--- config.mk ---
export PLATFORM = sky130hd
export DESIGN_NAME = reset_domain_responder
export DESIGN_NICKNAME = d
export VERILOG_FILES = /design/src/rtl/reset_domain_responder.sv
export SDC_FILE = /design/constraint.sdc
export NUM_CORES = 1
export LEC_CHECK = 0
export CAP_MARGIN = 20
export CORE_MARGIN = 3
export CORE_UTILIZATION = 57
export DETAILED_ROUTE_END_ITERATION = 8
export GPL_TIMING_DRIVEN = 1
export PLACE_DENSITY = 0.89
export REMOVE_ABC_BUFFERS = 1
export SLEW_MARGIN = 20
export SYNTH_ARGS = -nofsm -noshare
export SYNTH_HDL_FRONTEND = slang
export SYNTH_SLANG_ARGS = --single-unit
--- constraint.sdc ---
create_clock -name clk -period 3 [get_ports clk]
set_clock_uncertainty 0.2 [all_clocks]
set_input_delay 0.6 -clock clk [delete_from_list [all_inputs] [get_ports clk]]
set_output_delay 0.6 -clock clk [all_outputs]
set_load 0.01 [all_outputs]
--- src/rtl/reset_domain_responder.sv ---
// rtl/reset_domain_responder.sv - per-domain reset/init/clock-enable handshake responder
// Optional ack-state watchdog with fault_out: define RESET_RESPONDER_WATCHDOG_EN.
module reset_domain_responder #(
   parameter int RESETCYCLELENGTH = 16,
   parameter int INITCYCLELENGTH  = 8,
   parameter int SYNCSTAGES       = 2,
   parameter int TIMEOUTCYCLES    = 4096
) (
   input  logic       clk,
   input  logic       async_rst_n,
   input  logic       rst_req,
   input  logic       init_req,
   input  logic       clk_en_req,
   input  logic       local_rst_trigger,
   output logic       rst_ack,
   output logic       init_ack,
   output logic       rst_trigger_out,
   output logic       sync_rst_out,
   output logic       init_out,
   output logic       clk_en_out,
`ifdef RESET_RESPONDER_WATCHDOG_EN
   output logic       fault_out,
`endif
   output logic [2:0] state_out
);

   typedef enum logic [2:0] {
      S_HALT     = 3'd0,
      S_RESET    = 3'd1,
      S_RST_ACK  = 3'd2,
      S_READY    = 3'd3,
      S_INIT     = 3'd4,
      S_INIT_ACK = 3'd5,
      S_RUN      = 3'd6
   } state_t;

   localparam int MAXLEN = (RESETCYCLELENGTH > INITCYCLELENGTH) ? RESETCYCLELENGTH : INITCYCLELENGTH;
   localparam int CW = $clog2(MAXLEN + 1);
   localparam logic [CW-1:0] CNT_MAX   = {CW{1'b1}};
   localparam logic [CW-1:0] RST_LAST  = CW'(RESETCYCLELENGTH - 1);
   localparam logic [CW-1:0] INIT_LAST = CW'(INITCYCLELENGTH - 1);

   generate
      if (RESETCYCLELENGTH < 1 || INITCYCLELENGTH < 1 || SYNCSTAGES < 2 || TIMEOUTCYCLES < 1) begin : g_param_check
         $error("reset_domain_responder: parameter out of range");
      end
   endgenerate

   logic [SYNCSTAGES-1:0] rst_sync, init_sync, clk_en_sync;
   logic                  rst_s, init_s, clk_en_s;

   always_ff @(posedge clk or negedge async_rst_n) begin
      if (!async_rst_n) begin
         rst_sync    <= '0;
         init_sync   <= '0;
         clk_en_sync <= '0;
      end else begin
         rst_sync    <= {rst_sync[SYNCSTAGES-2:0], rst_req};
         init_sync   <= {init_sync[SYNCSTAGES-2:0], init_req};
         clk_en_sync <= {clk_en_sync[SYNCSTAGES-2:0], clk_en_req};
      end
   end

   assign rst_s    = rst_sync[SYNCSTAGES-1];
   assign init_s   = init_sync[SYNCSTAGES-1];
   assign clk_en_s = clk_en_sync[SYNCSTAGES-1];

   state_t          state, state_nxt;
   logic [CW-1:0]   cnt, cnt_nxt;
   logic            enter_reset;
   logic            trig_ok;
   logic            wd_timeout;
   logic            halt_go;
   logic            sync_rst_nxt, init_nxt, clk_en_nxt, rst_ack_nxt, init_ack_nxt;

   always_comb begin
      state_nxt = state;
      case (state)
         S_HALT:     if (halt_go) state_nxt = S_RESET;
         S_RESET:    if (cnt == RST_LAST) state_nxt = S_RST_ACK;
         S_RST_ACK: begin
            if (!rst_s)          state_nxt = S_READY;
            else if (wd_timeout) state_nxt = S_HALT;
         end
         S_READY: begin
            if (rst_s)       state_nxt = S_RESET;
            else if (init_s) state_nxt = S_INIT;
         end
         S_INIT: begin
            if (rst_s)                  state_nxt = S_RESET;
            else if (cnt == INIT_LAST)  state_nxt = S_INIT_ACK;
         end
         S_INIT_ACK: begin
            if (rst_s)           state_nxt = S_RESET;
            else if (!init_s)    state_nxt = S_RUN;
            else if (wd_timeout) state_nxt = S_HALT;
         end
         S_RUN:      if (rst_s) state_nxt = S_RESET;
         default:    state_nxt = S_HALT;
      endcase

      // Counter restarts on every state change so each pass measures its own length
      if (state_nxt != state)  cnt_nxt = '0;
      else if (cnt != CNT_MAX) cnt_nxt = cnt + CW'(1);
      else                     cnt_nxt = cnt;

      enter_reset  = (state_nxt == S_RESET) && (state != S_RESET);
      trig_ok      = (state == S_READY) || (state == S_INIT) || (state == S_INIT_ACK) || (state == S_RUN);
      sync_rst_nxt = (state_nxt == S_HALT) || (state_nxt == S_RESET);
      init_nxt     = (state_nxt == S_INIT);
      rst_ack_nxt  = (state_nxt == S_RST_ACK);
      init_ack_nxt = (state_nxt == S_INIT_ACK);
      clk_en_nxt   = (state_nxt == S_RUN) && clk_en_s;
   end

   always_ff @(posedge clk or negedge async_rst_n) begin
      if (!async_rst_n) begin
         state           <= S_HALT;
         cnt             <= '0;
         sync_rst_out    <= 1'b1;
         init_out        <= 1'b0;
         clk_en_out      <= 1'b0;
         rst_ack         <= 1'b0;
         init_ack        <= 1'b0;
         rst_trigger_out <= 1'b0;
      end else begin
         state        <= state_nxt;
         cnt          <= cnt_nxt;
         sync_rst_out <= sync_rst_nxt;
         init_out     <= init_nxt;
         clk_en_out   <= clk_en_nxt;
         rst_ack      <= rst_ack_nxt;
         init_ack     <= init_ack_nxt;
         if (enter_reset)
            rst_trigger_out <= 1'b0;
         else if (local_rst_trigger && trig_ok)
            rst_trigger_out <= 1'b1;
      end
   end

   assign state_out = state;

`ifdef RESET_RESPONDER_WATCHDOG_EN
   localparam int WW = $clog2(TIMEOUTCYCLES + 1);
   localparam logic [WW-1:0] WD_LAST = WW'(TIMEOUTCYCLES - 1);

   logic [WW-1:0] wd_cnt;
   logic          wd_req;
   logic          rst_s_q;

   assign wd_req     = ((state == S_RST_ACK) && rst_s) || ((state == S_INIT_ACK) && init_s);
   assign wd_timeout = wd_req && (wd_cnt == WD_LAST);
   // After a fault a still-held request must drop and rise again, or HALT would re-enter RESET at once
   assign halt_go    = rst_s && (!fault_out || !rst_s_q);

   always_ff @(posedge clk or negedge async_rst_n) begin
      if (!async_rst_n) begin
         wd_cnt    <= '0;
         rst_s_q   <= 1'b0;
         fault_out <= 1'b0;
      end else begin
         rst_s_q <= rst_s;
         if (!wd_req)
            wd_cnt <= '0;
         else if (!wd_timeout)
            wd_cnt <= wd_cnt + WW'(1);
         if (enter_reset)
            fault_out <= 1'b0;
         else if (wd_timeout)
            fault_out <= 1'b1;
      end
   end
`else
   assign wd_timeout = 1'b0;
   assign halt_go    = rst_s;
`endif

endmodule
==> metrics.txt <==
outcome=finished clean; CTS tree=done; Post-CTS Hold Fix Bufs=0; CP max stage cell=dfrtp_1; setup violators final=0; fraction of layout cells with a size suffix above 1=between 20% and 30%; first-pass GRT wire length=between 3000 and 4000 µm; Starting Density=roughly three fifths; Synth Register Bits=20; Final Max Tran Viols=0; fmax=approximately 420 MHz; DR WL/cell=~16 µm; Hold Path End=clk_en_sync[1]; drt pass-1 iters=4; Worst Path Max Fanout=12; antenna viol nets, final=0; I/O Buffers=14; Leak=around 0.53 nW; post-DP HPWL=approximately 1600 µm; post-placement cell count=between 100 and 150; fin crit share=about four fifths; fill count=~130; clk sinks=20; CP Launch Type=register; IO Count=15; Syn Inst Count=93; CP cell instances=clkdlybuf4s50_1; ranking of synthesized cells by area=dfrtp_1 44%, ha_1 3.5%, o32ai_2 3.0%, a21oi_1 2.8%, a32oi_4 2.5%; fin cells=~130; RR Startpoint=cnt[0]; mean number of vias per cell=roughly 6; setup slack, reg-to-reg=0.75 ns; crit-path max cell delay=about 0.67 ns; Worst Path Required=approximately 2.2 ns; Die Y=49.6 µm; Hold Crit Class=register to register; area grow syn2layout=18.9%; worst skew pair latency=about 0.30 ns; Cell Pwr Density=about 660 mW/mm²; R2R depth=7; FP Rows=15; nets=approximately 120; max-cap violations=0; highest-count cells in the layout ignoring fill and taps=19 x dfrtp_1, 14 x clkdlybuf4s50_1, 6 x a21oi_1; DRT Wirelength=roughly 2100 µm; EDFF count, synth=0; Peak VDD IR=481 µV; Avg Cell Area, Syn=about 12 µm²; commonest non-fill, non-tap cell in the layout=dfrtp_1; die area=~0.0025 mm²; postcts setup bufs=0; Setup TNS Final=0 ns; largest net degree at the start of global routing=21; FFs w/ async S/R, synth=between 90% and 100%; All-Layer GR Usage=19.3%; final RePlAce weighted congestion=0.930; post-synth top area share=a little over two fifths; Crit path buffers/inverters=1; initial drt markers=14; clock slew at reported path FFs=~0.11 ns; vias in the first global route=805; Mapped Area=roughly 0.0011 mm²; global route overflow=0; WP data arrival=1.60 ns; capture point of the worst reg-to-reg path=cnt[4]; Die W=49.6 µm; RSZ-0062 raised after global routing=false; H-tree lvl count=1; register area share after synthesis=~46%; Hold Vio Cnt, Final=0; Slew @ Worst Pin=roughly 0.52 ns; post-CTS sizing=0; Worst path top cell family by delay=flip-flops; minimum clock period=about 2.4 ns; dominant synthesized flop cell=dfrtp_1; Yosys top cell by area=dfrtp_1; Diodes inserted=0; core area=approximately 0.0018 mm²; CP Class=register to primary output; WHS Path Cells=0; synth unique cells=between 40 and 50; total CTS buffers=3; drt drc=0; clock root buffer=clkbuf_4; synth warn=0; crit path capture type=primary output; CTS Buffer Depth=2; HP Start=clk_en_sync[0]; initial antenna violation count=0; Rel. slew slack=about two thirds; Vias=800
registers in the layout, indices dropped and copies added, names as in the netlist:
signal and cells:
clk_en_sync 2, state_out 3, init_out 1, rst_trigger_out 1, rst_sync 2, cnt 5, rst_ack 1, init_ack 1
sync_rst_out 1, init_sync 2, clk_en_out 1
routing by layer:
layer	global-route usage, %	vias to the layer above	part of all wire, %
met2	32.8	30	49
met4	5.07	0	1.0
met1	26.0	386	44
li1	-	380	-
met3	2.11	4	5.5
met5	0	-	0
through the flow:
step | power, W | utilization [%] | area (µm²) | hold WS [ns] | worst slack (ns)
floorplan | 0.000532 | - | 1050 | 0.104 | 1.06
global placement | 0.000612 | 69.9 | 1230 | 0.134 | 0.932
detailed placement | 0.000627 | 69.9 | 1230 | 0.142 | 0.832
CTS | 0.000848 | 72.8 | 1280 | 0.170 | 0.588
global route | 0.000895 | 72.8 | 1280 | 0.176 | 0.480
finish | 0.000846 | 72.8 | 1280 | 0.165 | 0.599
synth_stat cells, drive strengths merged (3+ instances only):
| master | instances |
|---|---|
| o21ai | 3 |
| inv | 5 |
| a21oi | 6 |
| and3 | 3 |
| ha | 3 |
| nor4 | 4 |
| dfrtp | 19 |
| nand2b | 4 |
| nand2 | 4 |
| buf | 4 |
| nor2 | 5 |
layout make-up:
class / count / area (µm²) / area share [%]
Clock buffer: 3 / 22.5 / 1.75
Clock inverter: 1 / 30.0 / 2.34
Inverter: 5 / 18.8 / 1.46
Multi-Input combinational cell: 64 / 526 / 40.9
Sequential cell: 20 / 502 / 39.0
Tap cell: 25 / 31.3 / 2.43
Timing Repair Buffer: 16 / 155 / 12.1
kinds of logic after synthesis:
group	synth area share, %
buffers and inverters	4.98
multiplexers	1.97
AO/OA/AOI/OAI	21.6
XOR/XNOR	2.43
AND/OR/NAND/NOR	19.1
adder cells (fa/ha/maj)	3.47
flip-flops	46.4
power by group:
part	switching, W	leakage [nW]	internal, W
clock network	0.0000830	0.0279	0.000135
logic	0.000160	0.248	0.000121
registers	0.0000379	0.255	0.000309
how the worst max path moves through the flow:
stage / from / end / slack [ns] / depth (start not counted)
final: state_out[1] / state_out[1] / 0.60 / 1
after floorplan: cnt[0] / init_ack / 1.06 / 7
after global placement: state_out[1] / state_out[1] / 0.93 / 1
after detailed placement: cnt[0] / cnt[4] / 0.83 / 7
after CTS: state_out[1] / state_out[1] / 0.59 / 1
after global routing: cnt[0] / cnt[4] / 0.48 / 7
Note: power is estimated with default switching activity, not from simulation.
